$ cat config.mk
export PLATFORM = sky130hd
export DESIGN_NAME = gate_truth_table_sweeper
export DESIGN_NICKNAME = d
export VERILOG_FILES = /design/src/rtl/gate_truth_table_sweeper.sv
export SDC_FILE = /design/constraint.sdc
export NUM_CORES = 1
export LEC_CHECK = 0
export ABC_AREA = 1
export CAP_MARGIN = 20
export CORE_MARGIN = 2
export CORE_UTILIZATION = 52
export DETAILED_ROUTE_END_ITERATION = 6
export PLACE_DENSITY = 0.78
export SETUP_SLACK_MARGIN = 0.2
export SLEW_MARGIN = 20
export SYNTH_ARGS = -nofsm -noshare
export SYNTH_HDL_FRONTEND = slang
export SYNTH_SLANG_ARGS = --single-unit
$ cat constraint.sdc
create_clock -name clk -period 4.04 [get_ports clk]
set_input_delay 0.808 -clock clk [delete_from_list [all_inputs] [get_ports clk]]
set_output_delay 0.808 -clock clk [all_outputs]
set_load 0.05 [all_outputs]
$ cat src/rtl/gate_truth_table_sweeper.sv
// Sweeps every input combination of a small combinational gate, captures its
// truth table after a settle interval and scores it against an expected pattern.
module gate_truth_table_sweeper #(
  parameter int N_IN = 2,
  parameter int SETTLE = 1,
  parameter logic [(2**N_IN)-1:0] EXPECT = 4'b1011
) (
  input  logic              clk,
  input  logic              reset,
  input  logic              start,
  input  logic              gate_out,
  output logic [N_IN-1:0]   vec,
  output logic              busy,
  output logic              done,
  output logic [(2**N_IN)-1:0] table_q,
  output logic              match,
  output logic [N_IN:0]     err_count
);

  localparam int W = 2**N_IN;
  localparam int CW = (SETTLE > 1) ? $clog2(SETTLE) : 1;
  localparam logic [W-1:0] EXP_C = EXPECT;
  localparam logic [N_IN-1:0] LAST_IDX = N_IN'(W - 1);
  localparam logic [CW-1:0] LAST_CNT = CW'(SETTLE - 1);

  localparam logic [1:0] ST_IDLE   = 2'd0;
  localparam logic [1:0] ST_SETTLE = 2'd1;
  localparam logic [1:0] ST_SAMPLE = 2'd2;
  localparam logic [1:0] ST_DONE   = 2'd3;

  logic [1:0]      state_r;
  logic [1:0]      state_nxt_s;
  logic [N_IN-1:0] idx_r;
  logic [CW-1:0]   cnt_r;
  logic [N_IN-1:0] vec_r;
  logic            busy_r;
  logic            done_r;
  logic [W-1:0]    table_r;
  logic [W-1:0]    table_nxt_s;
  logic            match_r;
  logic [N_IN:0]   err_r;

  assign vec       = vec_r;
  assign busy      = busy_r;
  assign done      = done_r;
  assign table_q   = table_r;
  assign match     = match_r;
  assign err_count = err_r;

  // Next-state decode for the sweep sequencer
  always_comb begin
    state_nxt_s = state_r;
    case (state_r)
      ST_IDLE: begin
        if (start) state_nxt_s = ST_SETTLE;
        else       state_nxt_s = ST_IDLE;
      end
      ST_SETTLE: begin
        if (cnt_r == LAST_CNT) state_nxt_s = ST_SAMPLE;
        else                   state_nxt_s = ST_SETTLE;
      end
      ST_SAMPLE: begin
        if (idx_r == LAST_IDX) state_nxt_s = ST_DONE;
        else                   state_nxt_s = ST_SETTLE;
      end
      ST_DONE:  state_nxt_s = ST_IDLE;
      default:  state_nxt_s = ST_IDLE;
    endcase
  end

  // Table including the bit being sampled this cycle, so match is ready with done
  always_comb begin
    table_nxt_s = table_r;
    if (state_r == ST_SAMPLE) table_nxt_s[idx_r] = gate_out;
    else                      table_nxt_s = table_r;
  end

  // State register
  always_ff @(posedge clk) begin
    if (reset) state_r <= ST_IDLE;
    else       state_r <= state_nxt_s;
  end

  // Datapath: vector sequencing, capture, scoring and status flags
  always_ff @(posedge clk) begin
    if (reset) begin
      idx_r   <= '0;
      cnt_r   <= '0;
      vec_r   <= '0;
      busy_r  <= 1'b0;
      done_r  <= 1'b0;
      table_r <= '0;
      match_r <= 1'b0;
      err_r   <= '0;
    end else begin
      case (state_r)
        ST_IDLE: begin
          done_r <= 1'b0;
          if (start) begin
            idx_r   <= '0;
            vec_r   <= '0;
            cnt_r   <= '0;
            err_r   <= '0;
            table_r <= '0;
            busy_r  <= 1'b1;
          end
        end
        ST_SETTLE: begin
          cnt_r <= cnt_r + CW'(1);
        end
        ST_SAMPLE: begin
          table_r <= table_nxt_s;
          if (gate_out != EXP_C[idx_r]) err_r <= err_r + (N_IN + 1)'(1);
          if (idx_r == LAST_IDX) begin
            busy_r  <= 1'b0;
            done_r  <= 1'b1;
            match_r <= (table_nxt_s == EXP_C);
          end else begin
            idx_r <= idx_r + N_IN'(1);
            vec_r <= idx_r + N_IN'(1);
            cnt_r <= '0;
          end
        end
        ST_DONE: begin
          done_r <= 1'b0;
          vec_r  <= '0;
        end
        default: begin
          busy_r <= 1'b0;
          done_r <= 1'b0;
        end
      endcase
    end
  end

endmodule

# [Yosys cells after proc, flatten, opt, wreduce, memory -nomap -nowiden]
# Index checks and enable logic that the tools add are counted.
[totals] regBits=17 in_bits=4 word_cells=66
[classes] n_addsub=3 order_cmp=2 n_eq_ne=10 muxes=27 reduce_logical=15
[ops] operator="3-bit AND reduction" n=5
[ops] operator="1-bit 2-to-1 mux" n=8
[ops] operator="2-bit 2-to-1 mux" n=4
[ops] operator="4-bit 2-to-1 mux" n=2
[ops] operator="2-bit one-hot mux with 4 select lines" n=1
[ops] operator="4-bit one-hot mux with 2 select lines" n=1
[ops] operator="2-bit == test, second input constant" n=3
[ops] operator="3-bit 2-to-1 mux" n=2
[ops] operator="2-bit one-hot mux with 3 select lines" n=1
[ops] operator="3-bit one-hot mux with 2 select lines" n=1
[ops] operator="2-bit AND reduction" n=3
[ops] operator="3-bit nonzero test" n=2
[ops] operator="4-bit bitwise mux" n=1
[ops] operator="4-bit == test, second input constant" n=1
[ops] operator="2-bit by 1-bit != test with 1-bit output, second input constant" n=2
[ops] operator="2-bit != test, second input constant" n=2
[ops] operator="1-bit one-hot mux with 2 select lines" n=2
[ops] operator="2-bit one-hot mux with 2 select lines" n=1
[ops] operator="2-bit nonzero test" n=2
[ops] operator="3-bit by 1-bit adder with 3-bit output, second input constant" n=1
[ops] operator="2-bit by 3-bit < comparator with 1-bit output, second input constant" n=1
[ops] operator="1-bit one-hot mux with 3 select lines" n=1
[ops] operator="2-bit by 1-bit adder with 2-bit output, second input constant" n=1
[ops] operator="1-bit binary-select mux with 2-bit select" n=1
[ops] operator="8 further kinds" n=8

# [Logic depth before layout (Yosys ltp)]
[logic_depth] word_depth=7 mapped_depth=10 mapped_depth_nobuf=10

# [Worst setup path before layout]
# No wires, ideal clock.
[synth_timing] path_type="reg-to-output" from="reg err_r[0] (netlist: err_count[0])" to="out err_count[0]" t_arrival_ns=0.639 required_time_ns=3.232 setup_slack_ns=2.593 path_stages_with_launch=1 path_buffers=0 path_cell_list="dfxtp_1"
[synth_rtl] item="start, declared" line_no="41" rtl="logic [N_IN:0] err_r;"
[synth_rtl] item="start signal, assigned" line_no="113" rtl="if (gate_out != EXP_C[idx_r]) err_r <= err_r + (N_IN + 1)'(1);"
[synth_rtl] item="end, declared" line_no="17" rtl="output logic [N_IN:0] err_count"
# No word-level cell between the ends.

# [Worst setup path in the final report]
[layout_timing] from="reg err_r[0] (netlist: err_count[0])" to="out err_count[0]"
# No word-level cell between the ends.

==> results.md <==
Status:
- The run finished with clean final reports.

STA:
- Setup repair after global routing left no endpoint under its margin.
- The total of endpoints with negative setup slack in the final report is 0.
- For the pin with the worst max-slew slack, the measured transition is 0.502 ns.
- The total negative slack for setup checks is 0 ns.
- The final-report hold violation count is 0.
- For the final database, setup skew stands at about 0.0038 ns.
- Subtracting the final worst setup slack from the clock period gives around 2.3 ns.
- The post-route fraction of the period consumed by the critical path is 0.577.
- After layout, the worst setup slack is 1.71 ns.
- Static timing analysis puts the maximum clock frequency at approximately 430 MHz.
- The worst relative slew slack is 0.664.
- The number of max-slew violations in the final report is 0.

Placement:
- The HPWL after detailed placement is between 1500 and 2000 um.
- The routability congestion estimate from global placement is 0.828.
- Before CTS, the worst setup slack after placement is 1.98 ns.
- The count of buffers added on input and output ports is 15.
- The cell area reported after detailed placement is approximately 1200 um^2.

Critical path:
- The number of cells on the worst reg-to-reg path is 7.
- In this design, the stage delay of the slowest critical-path cell is just over 0.8 ns.
- The kind of capture point of the worst setup path is a primary output.
- The critical path goes through clkdlybuf4s50_1.
- The gate family responsible for the most delay along the worst path is buffers and inverters.
- The worst register-to-register path has a setup slack of ~2.4 ns.
- The worst path arrival time is ~1.5 ns.
- The slowest stage of the critical path is the clkdlybuf4s50_1 cell.
- Along the worst path, the maximum fanout reaches 4.
- The data required time of the worst path is 3.23 ns.
- The critical path startpoint category is a flip-flop.
- The buffers plus inverters on the worst setup path is 1.
- The launch instance of the worst register-to-register path is state_r[0].
- The worst register-to-register path ends at err_count[2].
- The worst setup path is of the flip-flop to primary output kind.

Yosys:
- The warning count from the yosys run is 0.
- After synthesis the cells add up to 1030 um^2.
- The average size of a mapped cell is approximately 7 um^2.
- The count of different cell masters after synthesis is 19.
- For this run, the register share of the synthesized area comes to 0.330.
- Counting every net in the synthesized netlist gives 169.
- The number of synthesized register bits is 17.
- Synthesis produced 151 cells.

Floorplanning:
- The width of the chip is approximately 49 um.
- In this run the count of I/O pins placed on the die edge is 16.
- The site row count is 16.
- The die covers about 2400 um^2.
- The initial core utilization is 0.536.
- Measured along the y axis, the die boundary spans a little under 50 um.
- The placeable core region is around 1900 um^2.

GRT:
- The overall routing resource usage is 0.197.
- The initial antenna violation count came to 0.
- The first-pass GRT wire length is 3620 um.
- Summed over all layers, the global routing overflow is 0.
- Entering global routing, the biggest net connects 12 pins.
- The number of global-route vias before repair was between 800 and 900.

Layout:
- The final standard cell area without fillers is 1220 um^2.
- The antenna diode instance count is 0.
- The share of post-route cells with drive strength above 1 is 0.0599.
- Fill cells in the final layout number 188.
- Relative to the synthesized area, the layout overhead comes to 18.7%.
- The net count of the finished layout is roughly 190.

Clock tree:
- For this design, the CTS-stage hold fixing added 0 buffers.
- TritonCTS built the clock tree.
- The clock tree buffer depth is 2.
- CTS built an H-tree with a depth of 1.
- The tree is rooted in a clkbuf_4.
- The later-pin clock latency in the skew report is 0.29 ns.
- The clock slew at the register clock pins of the worst setup and hold paths is approximately 0.1 ns.
- The number of gates given a new drive strength after cts is 0.
- The setup fix buffers added after clock tree synthesis is 0.
- In this run, CTS created clock tree buffers numbering 3.
- The total number of clock tree sinks is 17.

Min path:
- The type of the tightest min-delay check is flip-flop to flip-flop.
- The depth of the worst hold-timing path is 2.
- The hold path startpoint is vec[0].
- The path with the worst hold slack has its endpoint at vec[0].

Route:
- The final routed wirelength across all metal layers is about 2100 um.
- After detailed routing, the number of remaining DRC violations is 0.
- For this block, the via count after detailed routing is 954.
- Dividing the detail-routed wire length by the instance count gives 11.0 um.
- In this run the remaining antenna-violating nets after routing total 0.
- For this run, the detailed router's first-pass iteration total came to 4.
- In this run, the number of DRC markers left after iteration 0 of detailed routing was 19.
- The via density per instance is roughly 5.

Job:
- The reported max-cap violation count is 0.

Power:
- The leakage power summed over all cells is roughly 0.60 nW.
- The power per standard cell area is 295 nW/um^2.
- Across the VDD grid, the largest voltage drop is around 180 uV.
==> how the worst max path moves through the flow <==
stage,from,endpoint,slack [ns],cells past startpoint
after CTS,err_count[0],err_count[0],1.72,1
after floorplan,err_count[0],err_count[0],2.59,0
final,err_count[0],err_count[0],1.71,1
after detailed placement,reset,match,1.98,4
after global routing,err_count[0],err_count[0],1.68,1
after global placement,start,idx_r[1],1.99,8
==> state kept, by name, summed over array words and instances (netlist names) <==
name and flops:
table_q 4, err_count 3, busy 1, match 1
vec 2, cnt_r 1, state_r 2, idx_r 2
done 1
==> where the power goes <==
group          internal [mW]  switching, mW  total [mW]
clock                 0.0384         0.0560      0.0945
combinational         0.0282         0.0544      0.0826
sequential             0.175        0.00795       0.183
==> layout make-up <==
class                      count  area (um^2)  share of cell area
sequential                    17          340               0.278
multi-input combinational    106          579               0.473
inverter                      25         93.8              0.0767
tap                           27         33.8              0.0276
clock buffer                   4         26.3              0.0215
timing repair buffer          15          150               0.123
==> cell families (layout without fill, tap and decap cells) <==
kind of cell	after synthesis	after routing	synth area share
AND/OR/NAND/NOR	72	72	0.282
buffers and inverters	28	44	0.108
AO/OA/AOI/OAI	20	20	0.110
flip-flops	17	17	0.330
adder cells (fa/ha/maj)	14	14	0.170
==> placed cells by master, fill, tap and decap left out, drive strengths merged <==
cell type,netlist,routed
a221oi,1,1
nand3,7,7
a21oi,9,9
nor2,31,31
o221a,1,1
clkdlybuf4s50,0,15
nand2,32,32
ha,14,14
o21ai,9,9
nor3,1,1
inv,25,25
clkbuf,0,4
nand4,1,1
dfxtp,17,17
==> synth_stat cells, drive strengths merged <==
cell type | n | area share
nor3 | 1 | 0.0048
o221a | 1 | 0.011
nor2 | 31 | 0.12
nand4 | 1 | 0.0061
nand2 | 32 | 0.12
nand3 | 7 | 0.034
ha | 14 | 0.17
buf | 3 | 0.017
a21oi | 9 | 0.044
a221oi | 1 | 0.0085
o21ai | 9 | 0.047
dfxtp | 17 | 0.33
inv | 25 | 0.091
==> metal layers <==
metal / track usage / vias up / wire [um]
met5: 0 / - / 0
met4: 0.0810 / 0 / 29
met3: 0.0370 / 5 / 42
met2: 0.375 / 10 / 1090
met1: 0.211 / 440 / 984
li1: - / 499 / -
==> stage by stage <==
step	instances	utilization	hold slack, ns	total power, mW
final	194	0.637	0.489	0.360
after global routing	194	0.637	0.518	0.379
after CTS	194	0.637	0.493	0.363
after detailed placement	190	0.623	0.471	0.270
after global placement	190	0.623	0.466	0.267
after floorplan	151	-	0.453	0.247
(Power assumes the default switching activity.)
